==> config.mk <==
export PLATFORM = sky130hd
export DESIGN_NAME = mem_region_ctrl_flat
export DESIGN_NICKNAME = d
export VERILOG_FILES = /design/src/rtl/mem_region_ctrl_pkg.sv /design/src/rtl/mem_region_ctrl_if.sv /design/src/rtl/mem_region_ctrl_decode.sv /design/src/rtl/mem_region_ctrl.sv /design/src/flat_wrapper.sv
export SDC_FILE = /design/constraint.sdc
export NUM_CORES = 1
export LEC_CHECK = 0
export ABC_CLOCK_PERIOD_IN_PS = 1700
export CORE_MARGIN = 3
export CORE_UTILIZATION = 24
export DETAILED_ROUTE_END_ITERATION = 6
export PLACE_DENSITY = 0.53
export SLEW_MARGIN = 20
export SYNTH_ARGS = -nofsm -noshare
export SYNTH_HDL_FRONTEND = slang
export SYNTH_SLANG_ARGS = --single-unit
export TNS_END_PERCENT = 5
==> constraint.sdc <==
create_clock -name clk -period 1.7 [get_ports clk]
set_input_delay 0.17 -clock clk [delete_from_list [all_inputs] [get_ports clk]]
set_output_delay 0.17 -clock clk [all_outputs]
set_load 0.01 [all_outputs]
==> src/rtl/mem_region_ctrl_pkg.sv <==
// Shared types and the address-region decode rule for the memory region controller.
package mem_ctrl_pkg;

    // Controller FSM states; IDLE is the reset state and encodes as zero.
    typedef enum logic [1:0] {
        ST_IDLE = 2'd0,
        ST_MEM  = 2'd1,
        ST_IO   = 2'd2,
        ST_RESP = 2'd3
    } state_e;

    // Address regions seen by the CPU.
    typedef enum logic [1:0] {
        REG_MEM = 2'd0,
        REG_IO  = 2'd1,
        REG_ROM = 2'd2
    } region_e;

    // Widest address any instance may use; narrower addresses are zero-extended.
    localparam int MAX_ADDR_W = 64;

    // I/O match takes priority over the ROM range, so an I/O window placed
    // above ROM_BASE still decodes as I/O.
    function automatic region_e decode_region(
        input logic [MAX_ADDR_W-1:0] addr,
        input logic [MAX_ADDR_W-1:0] io_base,
        input logic [MAX_ADDR_W-1:0] io_mask,
        input logic [MAX_ADDR_W-1:0] rom_base
    );
        if ((addr & io_mask) == io_base) begin
            return REG_IO;
        end
        if (addr >= rom_base) begin
            return REG_ROM;
        end
        return REG_MEM;
    endfunction

endpackage

==> src/rtl/mem_region_ctrl_if.sv <==
// CPU request/response channel. Both halves use valid/ready: a transfer
// happens on a rising edge where valid and ready are both high; the sender
// holds valid and its payload stable until that edge, and ready may be
// driven without waiting for valid.
interface mem_region_ctrl_if #(
    parameter int ADDR_W = 32,
    parameter int DATA_W = 32
);
    logic                cpu_req_valid;
    logic                cpu_req_ready;
    logic [ADDR_W-1:0]   cpu_req_addr;
    logic                cpu_req_we;
    logic [DATA_W-1:0]   cpu_req_wdata;
    logic [DATA_W/8-1:0] cpu_req_be;
    logic                cpu_rsp_valid;
    logic                cpu_rsp_ready;
    logic [DATA_W-1:0]   cpu_rsp_rdata;
    logic                cpu_rsp_err;

    // CPU side: issues requests, consumes responses.
    modport master (
        output cpu_req_valid, cpu_req_addr, cpu_req_we, cpu_req_wdata, cpu_req_be,
        output cpu_rsp_ready,
        input  cpu_req_ready, cpu_rsp_valid, cpu_rsp_rdata, cpu_rsp_err
    );

    // Controller side: accepts requests, produces responses.
    modport slave (
        input  cpu_req_valid, cpu_req_addr, cpu_req_we, cpu_req_wdata, cpu_req_be,
        input  cpu_rsp_ready,
        output cpu_req_ready, cpu_rsp_valid, cpu_rsp_rdata, cpu_rsp_err
    );
endinterface

==> src/rtl/mem_region_ctrl_decode.sv <==
// Combinational address-to-region decode with a ROM write-protection flag.
module mem_region_decode
    import mem_ctrl_pkg::*;
#(
    parameter int                ADDR_W   = 32,
    parameter logic [ADDR_W-1:0] IO_BASE  = 32'hF000_0000,
    parameter logic [ADDR_W-1:0] IO_MASK  = 32'hFFF0_0000,
    parameter logic [ADDR_W-1:0] ROM_BASE = 32'hF100_0000
) (
    input  logic [ADDR_W-1:0] addr,
    input  logic              we,
    output region_e           region,
    output logic              rom_wr_violation
);

    // Region lookup and write-protection check.
    always_comb begin
        region           = decode_region(MAX_ADDR_W'(addr), MAX_ADDR_W'(IO_BASE),
                                         MAX_ADDR_W'(IO_MASK), MAX_ADDR_W'(ROM_BASE));
        rom_wr_violation = (region == REG_ROM) && we;
    end

endmodule

==> src/rtl/mem_region_ctrl.sv <==
// Single-outstanding CPU request controller: decodes the address into memory,
// I/O or ROM, runs one bus access with a timeout, and returns a response.
module mem_region_ctrl
    import mem_ctrl_pkg::*;
#(
    parameter int                ADDR_W   = 32,
    parameter int                DATA_W   = 32,
    parameter int                IO_W     = 8,
    parameter logic [ADDR_W-1:0] IO_BASE  = 32'hF000_0000,
    parameter logic [ADDR_W-1:0] IO_MASK  = 32'hFFF0_0000,
    parameter logic [ADDR_W-1:0] ROM_BASE = 32'hF100_0000,
    parameter int                TIMEOUT  = 8
) (
    input  logic                clk,
    input  logic                rst,
    mem_region_ctrl_if.slave    cpu,
    output logic                mem_req,
    output logic                mem_we,
    output logic [ADDR_W-1:0]   mem_addr,
    output logic [DATA_W-1:0]   mem_wdata,
    output logic [DATA_W/8-1:0] mem_be,
    input  logic                mem_ack,
    input  logic [DATA_W-1:0]   mem_rdata,
    output logic                cache_enable,
    output logic                io_req,
    output logic                io_we,
    output logic [7:0]          io_addr,
    output logic [IO_W-1:0]     io_wdata,
    input  logic                io_ack,
    input  logic [IO_W-1:0]     io_rdata,
    output state_e              dbg_state
);

    localparam int               CNT_W    = $clog2(TIMEOUT + 1);
    localparam logic [CNT_W-1:0] CNT_LAST = CNT_W'(TIMEOUT - 1);

    state_e              state;
    state_e              state_next;
    logic [ADDR_W-1:0]   addr_q;
    logic                we_q;
    logic [DATA_W-1:0]   wdata_q;
    logic [DATA_W/8-1:0] be_q;
    logic [CNT_W-1:0]    cnt;
    logic [CNT_W-1:0]    cnt_next;
    logic [DATA_W-1:0]   rsp_rdata_q;
    logic                rsp_err_q;
    logic                accept;
    logic                load_rsp;
    logic [DATA_W-1:0]   rsp_rdata_next;
    logic                rsp_err_next;
    region_e             region;
    logic                rom_wr_violation;

    mem_region_decode #(
        .ADDR_W   (ADDR_W),
        .IO_BASE  (IO_BASE),
        .IO_MASK  (IO_MASK),
        .ROM_BASE (ROM_BASE)
    ) u_decode (
        .addr             (cpu.cpu_req_addr),
        .we               (cpu.cpu_req_we),
        .region           (region),
        .rom_wr_violation (rom_wr_violation)
    );

    // Next state, timeout counter update and response capture decisions.
    always_comb begin
        state_next     = state;
        cnt_next       = cnt;
        accept         = 1'b0;
        load_rsp       = 1'b0;
        rsp_rdata_next = '0;
        rsp_err_next   = 1'b0;
        case (state)
            ST_IDLE: begin
                if (cpu.cpu_req_valid) begin
                    accept   = 1'b1;
                    cnt_next = '0;
                    if (region == REG_IO) begin
                        state_next = ST_IO;
                    end else if (rom_wr_violation) begin
                        // ROM write: answer immediately, never touch a bus.
                        state_next   = ST_RESP;
                        load_rsp     = 1'b1;
                        rsp_err_next = 1'b1;
                    end else begin
                        state_next = ST_MEM;
                    end
                end
            end
            ST_MEM: begin
                // Ack beats the timeout when both land in the same cycle.
                if (mem_ack) begin
                    state_next     = ST_RESP;
                    load_rsp       = 1'b1;
                    rsp_rdata_next = we_q ? '0 : mem_rdata;
                end else if (cnt == CNT_LAST) begin
                    state_next   = ST_RESP;
                    load_rsp     = 1'b1;
                    rsp_err_next = 1'b1;
                end else begin
                    cnt_next = cnt + 1'b1;
                end
            end
            ST_IO: begin
                if (io_ack) begin
                    state_next     = ST_RESP;
                    load_rsp       = 1'b1;
                    rsp_rdata_next = we_q ? '0 : DATA_W'(io_rdata);
                end else if (cnt == CNT_LAST) begin
                    state_next   = ST_RESP;
                    load_rsp     = 1'b1;
                    rsp_err_next = 1'b1;
                end else begin
                    cnt_next = cnt + 1'b1;
                end
            end
            ST_RESP: begin
                if (cpu.cpu_rsp_ready) begin
                    state_next = ST_IDLE;
                end
            end
            default: state_next = ST_IDLE;
        endcase
    end

    // State register.
    always_ff @(posedge clk) begin
        if (rst) begin
            state <= ST_IDLE;
        end else begin
            state <= state_next;
        end
    end

    // Request latch: holds the accepted request fields stable for the bus.
    always_ff @(posedge clk) begin
        if (rst) begin
            addr_q  <= '0;
            we_q    <= 1'b0;
            wdata_q <= '0;
            be_q    <= '0;
        end else if (accept) begin
            addr_q  <= cpu.cpu_req_addr;
            we_q    <= cpu.cpu_req_we;
            wdata_q <= cpu.cpu_req_wdata;
            be_q    <= cpu.cpu_req_be;
        end
    end

    // Timeout counter: cycles spent waiting for ack in the current access.
    always_ff @(posedge clk) begin
        if (rst) begin
            cnt <= '0;
        end else begin
            cnt <= cnt_next;
        end
    end

    // Response registers, held until the CPU takes the response.
    always_ff @(posedge clk) begin
        if (rst) begin
            rsp_rdata_q <= '0;
            rsp_err_q   <= 1'b0;
        end else if (load_rsp) begin
            rsp_rdata_q <= rsp_rdata_next;
            rsp_err_q   <= rsp_err_next;
        end
    end

    // Outputs decoded from registered state only.
    always_comb begin
        cpu.cpu_req_ready = (state == ST_IDLE);
        cpu.cpu_rsp_valid = (state == ST_RESP);
        cpu.cpu_rsp_rdata = rsp_rdata_q;
        cpu.cpu_rsp_err   = rsp_err_q;
        mem_req           = (state == ST_MEM);
        mem_we            = (state == ST_MEM) && we_q;
        mem_addr          = addr_q;
        mem_wdata         = wdata_q;
        mem_be            = be_q;
        cache_enable      = (state == ST_MEM) && (addr_q < IO_BASE);
        io_req            = (state == ST_IO);
        io_we             = (state == ST_IO) && we_q;
        io_addr           = addr_q[7:0];
        io_wdata          = wdata_q[IO_W-1:0];
        dbg_state         = state;
    end

endmodule

==> src/flat_wrapper.sv <==
// flat-port wrapper written by rule: the top's interface ports become plain ports
module mem_region_ctrl_flat import mem_ctrl_pkg::*;
#(
    parameter int                ADDR_W   = 32,
    parameter int                DATA_W   = 32,
    parameter int                IO_W     = 8,
    parameter logic [ADDR_W-1:0] IO_BASE  = 32'hF000_0000,
    parameter logic [ADDR_W-1:0] IO_MASK  = 32'hFFF0_0000,
    parameter logic [ADDR_W-1:0] ROM_BASE = 32'hF100_0000,
    parameter int                TIMEOUT  = 8
)
  (clk, rst, mem_req, mem_we, mem_addr, mem_wdata, mem_be, mem_ack, mem_rdata, cache_enable, io_req, io_we, io_addr, io_wdata, io_ack, io_rdata, dbg_state, cpu_cpu_req_valid, cpu_cpu_req_addr, cpu_cpu_req_we, cpu_cpu_req_wdata, cpu_cpu_req_be, cpu_cpu_rsp_ready, cpu_cpu_req_ready, cpu_cpu_rsp_valid, cpu_cpu_rsp_rdata, cpu_cpu_rsp_err);
  mem_region_ctrl_if #(.ADDR_W(ADDR_W), .DATA_W(DATA_W)) cpu_i ();
  input  logic clk;
  input  logic rst;
  output logic mem_req;
  output logic mem_we;
  output logic [ADDR_W-1:0] mem_addr;
  output logic [DATA_W-1:0] mem_wdata;
  output logic [DATA_W/8-1:0] mem_be;
  input  logic mem_ack;
  input  logic [DATA_W-1:0] mem_rdata;
  output logic cache_enable;
  output logic io_req;
  output logic io_we;
  output logic [7:0] io_addr;
  output logic [IO_W-1:0] io_wdata;
  input  logic io_ack;
  input  logic [IO_W-1:0] io_rdata;
  output state_e dbg_state;
  input wire logic [$bits(cpu_i.cpu_req_valid)-1:0] cpu_cpu_req_valid;
  input wire logic [$bits(cpu_i.cpu_req_addr)-1:0] cpu_cpu_req_addr;
  input wire logic [$bits(cpu_i.cpu_req_we)-1:0] cpu_cpu_req_we;
  input wire logic [$bits(cpu_i.cpu_req_wdata)-1:0] cpu_cpu_req_wdata;
  input wire logic [$bits(cpu_i.cpu_req_be)-1:0] cpu_cpu_req_be;
  input wire logic [$bits(cpu_i.cpu_rsp_ready)-1:0] cpu_cpu_rsp_ready;
  output wire logic [$bits(cpu_i.cpu_req_ready)-1:0] cpu_cpu_req_ready;
  output wire logic [$bits(cpu_i.cpu_rsp_valid)-1:0] cpu_cpu_rsp_valid;
  output wire logic [$bits(cpu_i.cpu_rsp_rdata)-1:0] cpu_cpu_rsp_rdata;
  output wire logic [$bits(cpu_i.cpu_rsp_err)-1:0] cpu_cpu_rsp_err;
  assign cpu_i.cpu_req_valid = cpu_cpu_req_valid;
  assign cpu_i.cpu_req_addr = cpu_cpu_req_addr;
  assign cpu_i.cpu_req_we = cpu_cpu_req_we;
  assign cpu_i.cpu_req_wdata = cpu_cpu_req_wdata;
  assign cpu_i.cpu_req_be = cpu_cpu_req_be;
  assign cpu_i.cpu_rsp_ready = cpu_cpu_rsp_ready;
  assign cpu_cpu_req_ready = cpu_i.cpu_req_ready;
  assign cpu_cpu_rsp_valid = cpu_i.cpu_rsp_valid;
  assign cpu_cpu_rsp_rdata = cpu_i.cpu_rsp_rdata;
  assign cpu_cpu_rsp_err = cpu_i.cpu_rsp_err;
  mem_region_ctrl #(.ADDR_W(ADDR_W), .DATA_W(DATA_W), .IO_W(IO_W), .IO_BASE(IO_BASE), .IO_MASK(IO_MASK), .ROM_BASE(ROM_BASE), .TIMEOUT(TIMEOUT)) u_core (.clk(clk), .rst(rst), .cpu(cpu_i), .mem_req(mem_req), .mem_we(mem_we), .mem_addr(mem_addr), .mem_wdata(mem_wdata), .mem_be(mem_be), .mem_ack(mem_ack), .mem_rdata(mem_rdata), .cache_enable(cache_enable), .io_req(io_req), .io_we(io_we), .io_addr(io_addr), .io_wdata(io_wdata), .io_ack(io_ack), .io_rdata(io_rdata), .dbg_state(dbg_state));
endmodule
==> metrics.yaml <==
grt-ovfl-total: 0
syn_nets: 660
synth-compound-area-share: 0.198
totalWireLength_um: 16200
max_freq_mhz: 573
seqCellArea_um2: 2170
coreArea_um2: 17700
finalWeightedCongestion: 0.827
place_hpwl_um: 11700
die_x_um: 142
yosysUniqueCellTypes: 40
status: "finished with violations"
die_y_um: 142
grt_pass1_wl_um: 25000
critPathArrivalTime_ns: 1.96
post-route-period-util: 1.03
peakVddDrop_mv: 0.515
clk_path_buf_depth: 2
start_kind: "register"
synth-edff-count: 0
synth_top_family_by_area: "simple AND/OR/NAND/NOR gates"
required_ns: 1.91
drc: 0
crit_start: "u_core.dbg_state[1]"
reg2reg_from: "u_core.dbg_state[1]"
dpl_cell_area_um2: 7190
grt_pass1_vias: 4746
final_antenna_net_count: 0
cp_max_fo: 8
nNetsFinal: 887
post_synth.cell_area_avg_um2: 8.17
grt_max_degree: 55
path_clk_slew_ns: 0.07
rows: 48
timing_max_transition_violations_final: 0
diodes: 0
hold_viol: 0
pwr_density_cell_nw_per_um2: 1060
io_pins: 241
cts_buffers: 9
p_leak_nw: 2.65
drt_iter0_drc: 170
synth-async-reset-ratio: 0
rsz0062_at_grt: "true"
synth_cells: 540
final.setup_skew_ns: 0.00639
stdcell_area_um2: 7590
worstSetupPathType: "register to register"
end_kind: "register"
synth.cell_area_um2: 4410
drive_gt1_frac: 0.104
synth_top_area_frac: 0.490
yosysWarnings: 0
worst_pin_slew_ns: 0.555
clkLatencyLatePin_ns: 0.34
ys_top_cells_by_area: "dfxtp_1 49%, nand2_1 12%, a21oi_1 11%, o211ai_1 4.1%, nand3_1 2.9%"
avgViaCountPerCell: 4.71
slew_headroom: 0.630
synth_xor_area_frac: 0.00595
area_delta_synth_final_pct: 72.0
grtUsageTotal: 0.155
synth_seq_cells: 108
wire_per_inst_um: 16.2
power_mw: 8.09
hp-start: "rst"
fillCellCount: 1742
antenna_found_initial: 0
dieArea_um2: 20100
cap_violations: 0
synthAdderAreaFrac: 0.0142
finalWorstPathRequiredPeriod_ns: 1.75
cts_hold_buffers: 0
setup_violations: 14
start_util: 0.250
synth.area.mux_share: 0.00709
vias: 4694
multiInputGateArea_um2: 2080
post_cts_buffers: 0
synth_top_cell_by_area: "dfxtp_1"
synth_top_flop_cell: "dfxtp_1"
min_path_type: "primary input to register"
portBuffers: 240
synth.yosys.seq_area_share: 0.490
drt_first_pass_iters: 4
synth-simple-area-share: 0.212
clock-sinks: 108
cts-root-buf: "clkbuf_16"
setup_slack_ns: -0.0465
htreeDepth: 3
violations: "negative setup slack"
cts_tree: "done"
[cells in the mapped netlist (2+ instances only)]
cell	number
nand2_1	139
dfxtp_1	108
a21oi_1	97
clkbuf_1	32
nand3_1	26
o211ai_1	24
buf_4	16
nor3_1	13
a211oi_1	9
a22oi_1	8
inv_1	8
buf_2	7
nor2_1	7
buf_1	5
ha_1	5
nor4_1	4
and2_1	3
and4b_1	3
xnor2_1	3
mux2i_1	2
nor4_4	2
[critical path, stage by stage (launching register included)]
cell      delay (ns)
dfxtp_4         0.36
buf_6           0.12
ha_4            0.17
mux2_4          0.35
o21a_2          0.30
o211ai_1        0.21
a21oi_1         0.09
[layout by cell type (no fill, tap or decap), types with 8 or more instances in the layout]
cell	instances
nand3_1	25
clkdlybuf4s50_1	232
a21oi_1	97
nor3_1	11
o211ai_1	24
nand2_1	137
a22oi_1	8
buf_4	26
dfxtp_1	106
clkbuf_16	9
[sequential cells by signal, summed over array words and instances (netlist names)]
signal and cells:
u_core.mem_wdata 32, u_core.cnt 4, u_core.mem_be 4, u_core.dbg_state 2, u_core.mem_addr 32, u_core.cpu.cpu_rsp_rdata 32
u_core.cpu.cpu_rsp_err 1, u_core.we_q 1
[where the power goes]
part	internal [mW]	switching [mW]
Sequential	2.84	0.205
Clock	1.19	0.941
Combinational	1.49	1.41
Total	5.52	2.56
[layer usage]
layer  routed length (um)  up-vias  global-route usage
met3                 1280       22              0.0455
met1                 6750     2199               0.189
met2                 7850      168               0.260
met4                  271        0              0.0571
met5                    0        -                   0
li1                     -     2305                   -
[layout make-up]
| class | count | share of cell area |
|---|---|---|
| repair buffers | 274 | 0.360 |
| flip-flops and latches | 108 | 0.286 |
| multi-input cells | 366 | 0.274 |
| well taps | 225 | 0.0371 |
| clock buffers | 13 | 0.0330 |
| clock inverters | 3 | 0.00610 |
| inverters | 8 | 0.00428 |
[stage by stage]
stage	util	setup TNS, ns	std cells	setup slack [ns]	hold slack, ns
after CTS	0.426	-0.896	996	-0.0692	0.304
final	0.430	-0.272	997	-0.0465	0.312
after floorplan	-	0	540	0.00755	0.306
after global placement	0.407	-6.54	979	-0.231	0.442
after detailed placement	0.407	-7.54	979	-0.266	0.447
after global routing	0.430	-2.20	997	-0.102	0.328
[kinds of logic (layout without fill, tap and decap cells)]
group	after synthesis	in the layout
simple gates	205	205
compound gates	148	150
flops	108	108
buf+inv	68	298
fa+ha+maj	5	5
xor+xnor	3	3
mux	3	3
[final timing paths]
kind / to / slack [ns] / cells past startpoint
setup / recovery: u_core.cpu.cpu_rsp_rdata[17] / -0.05 / 6
hold reg to reg: u_core.mem_wdata[10] / 0.45 / 2
setup reg to reg: u_core.cpu.cpu_rsp_rdata[17] / -0.05 / 6
hold / removal: u_core.mem_wdata[12] / 0.31 / 2
[timing repair]
action | 4_1_cts | 5_1_grt
setup endpoints to repair | 40 | 39
pin swaps | 6 | 15
gates cloned | 1 | 1
resized for setup | 17 | 16
Power figures use the tool's default switching activity.
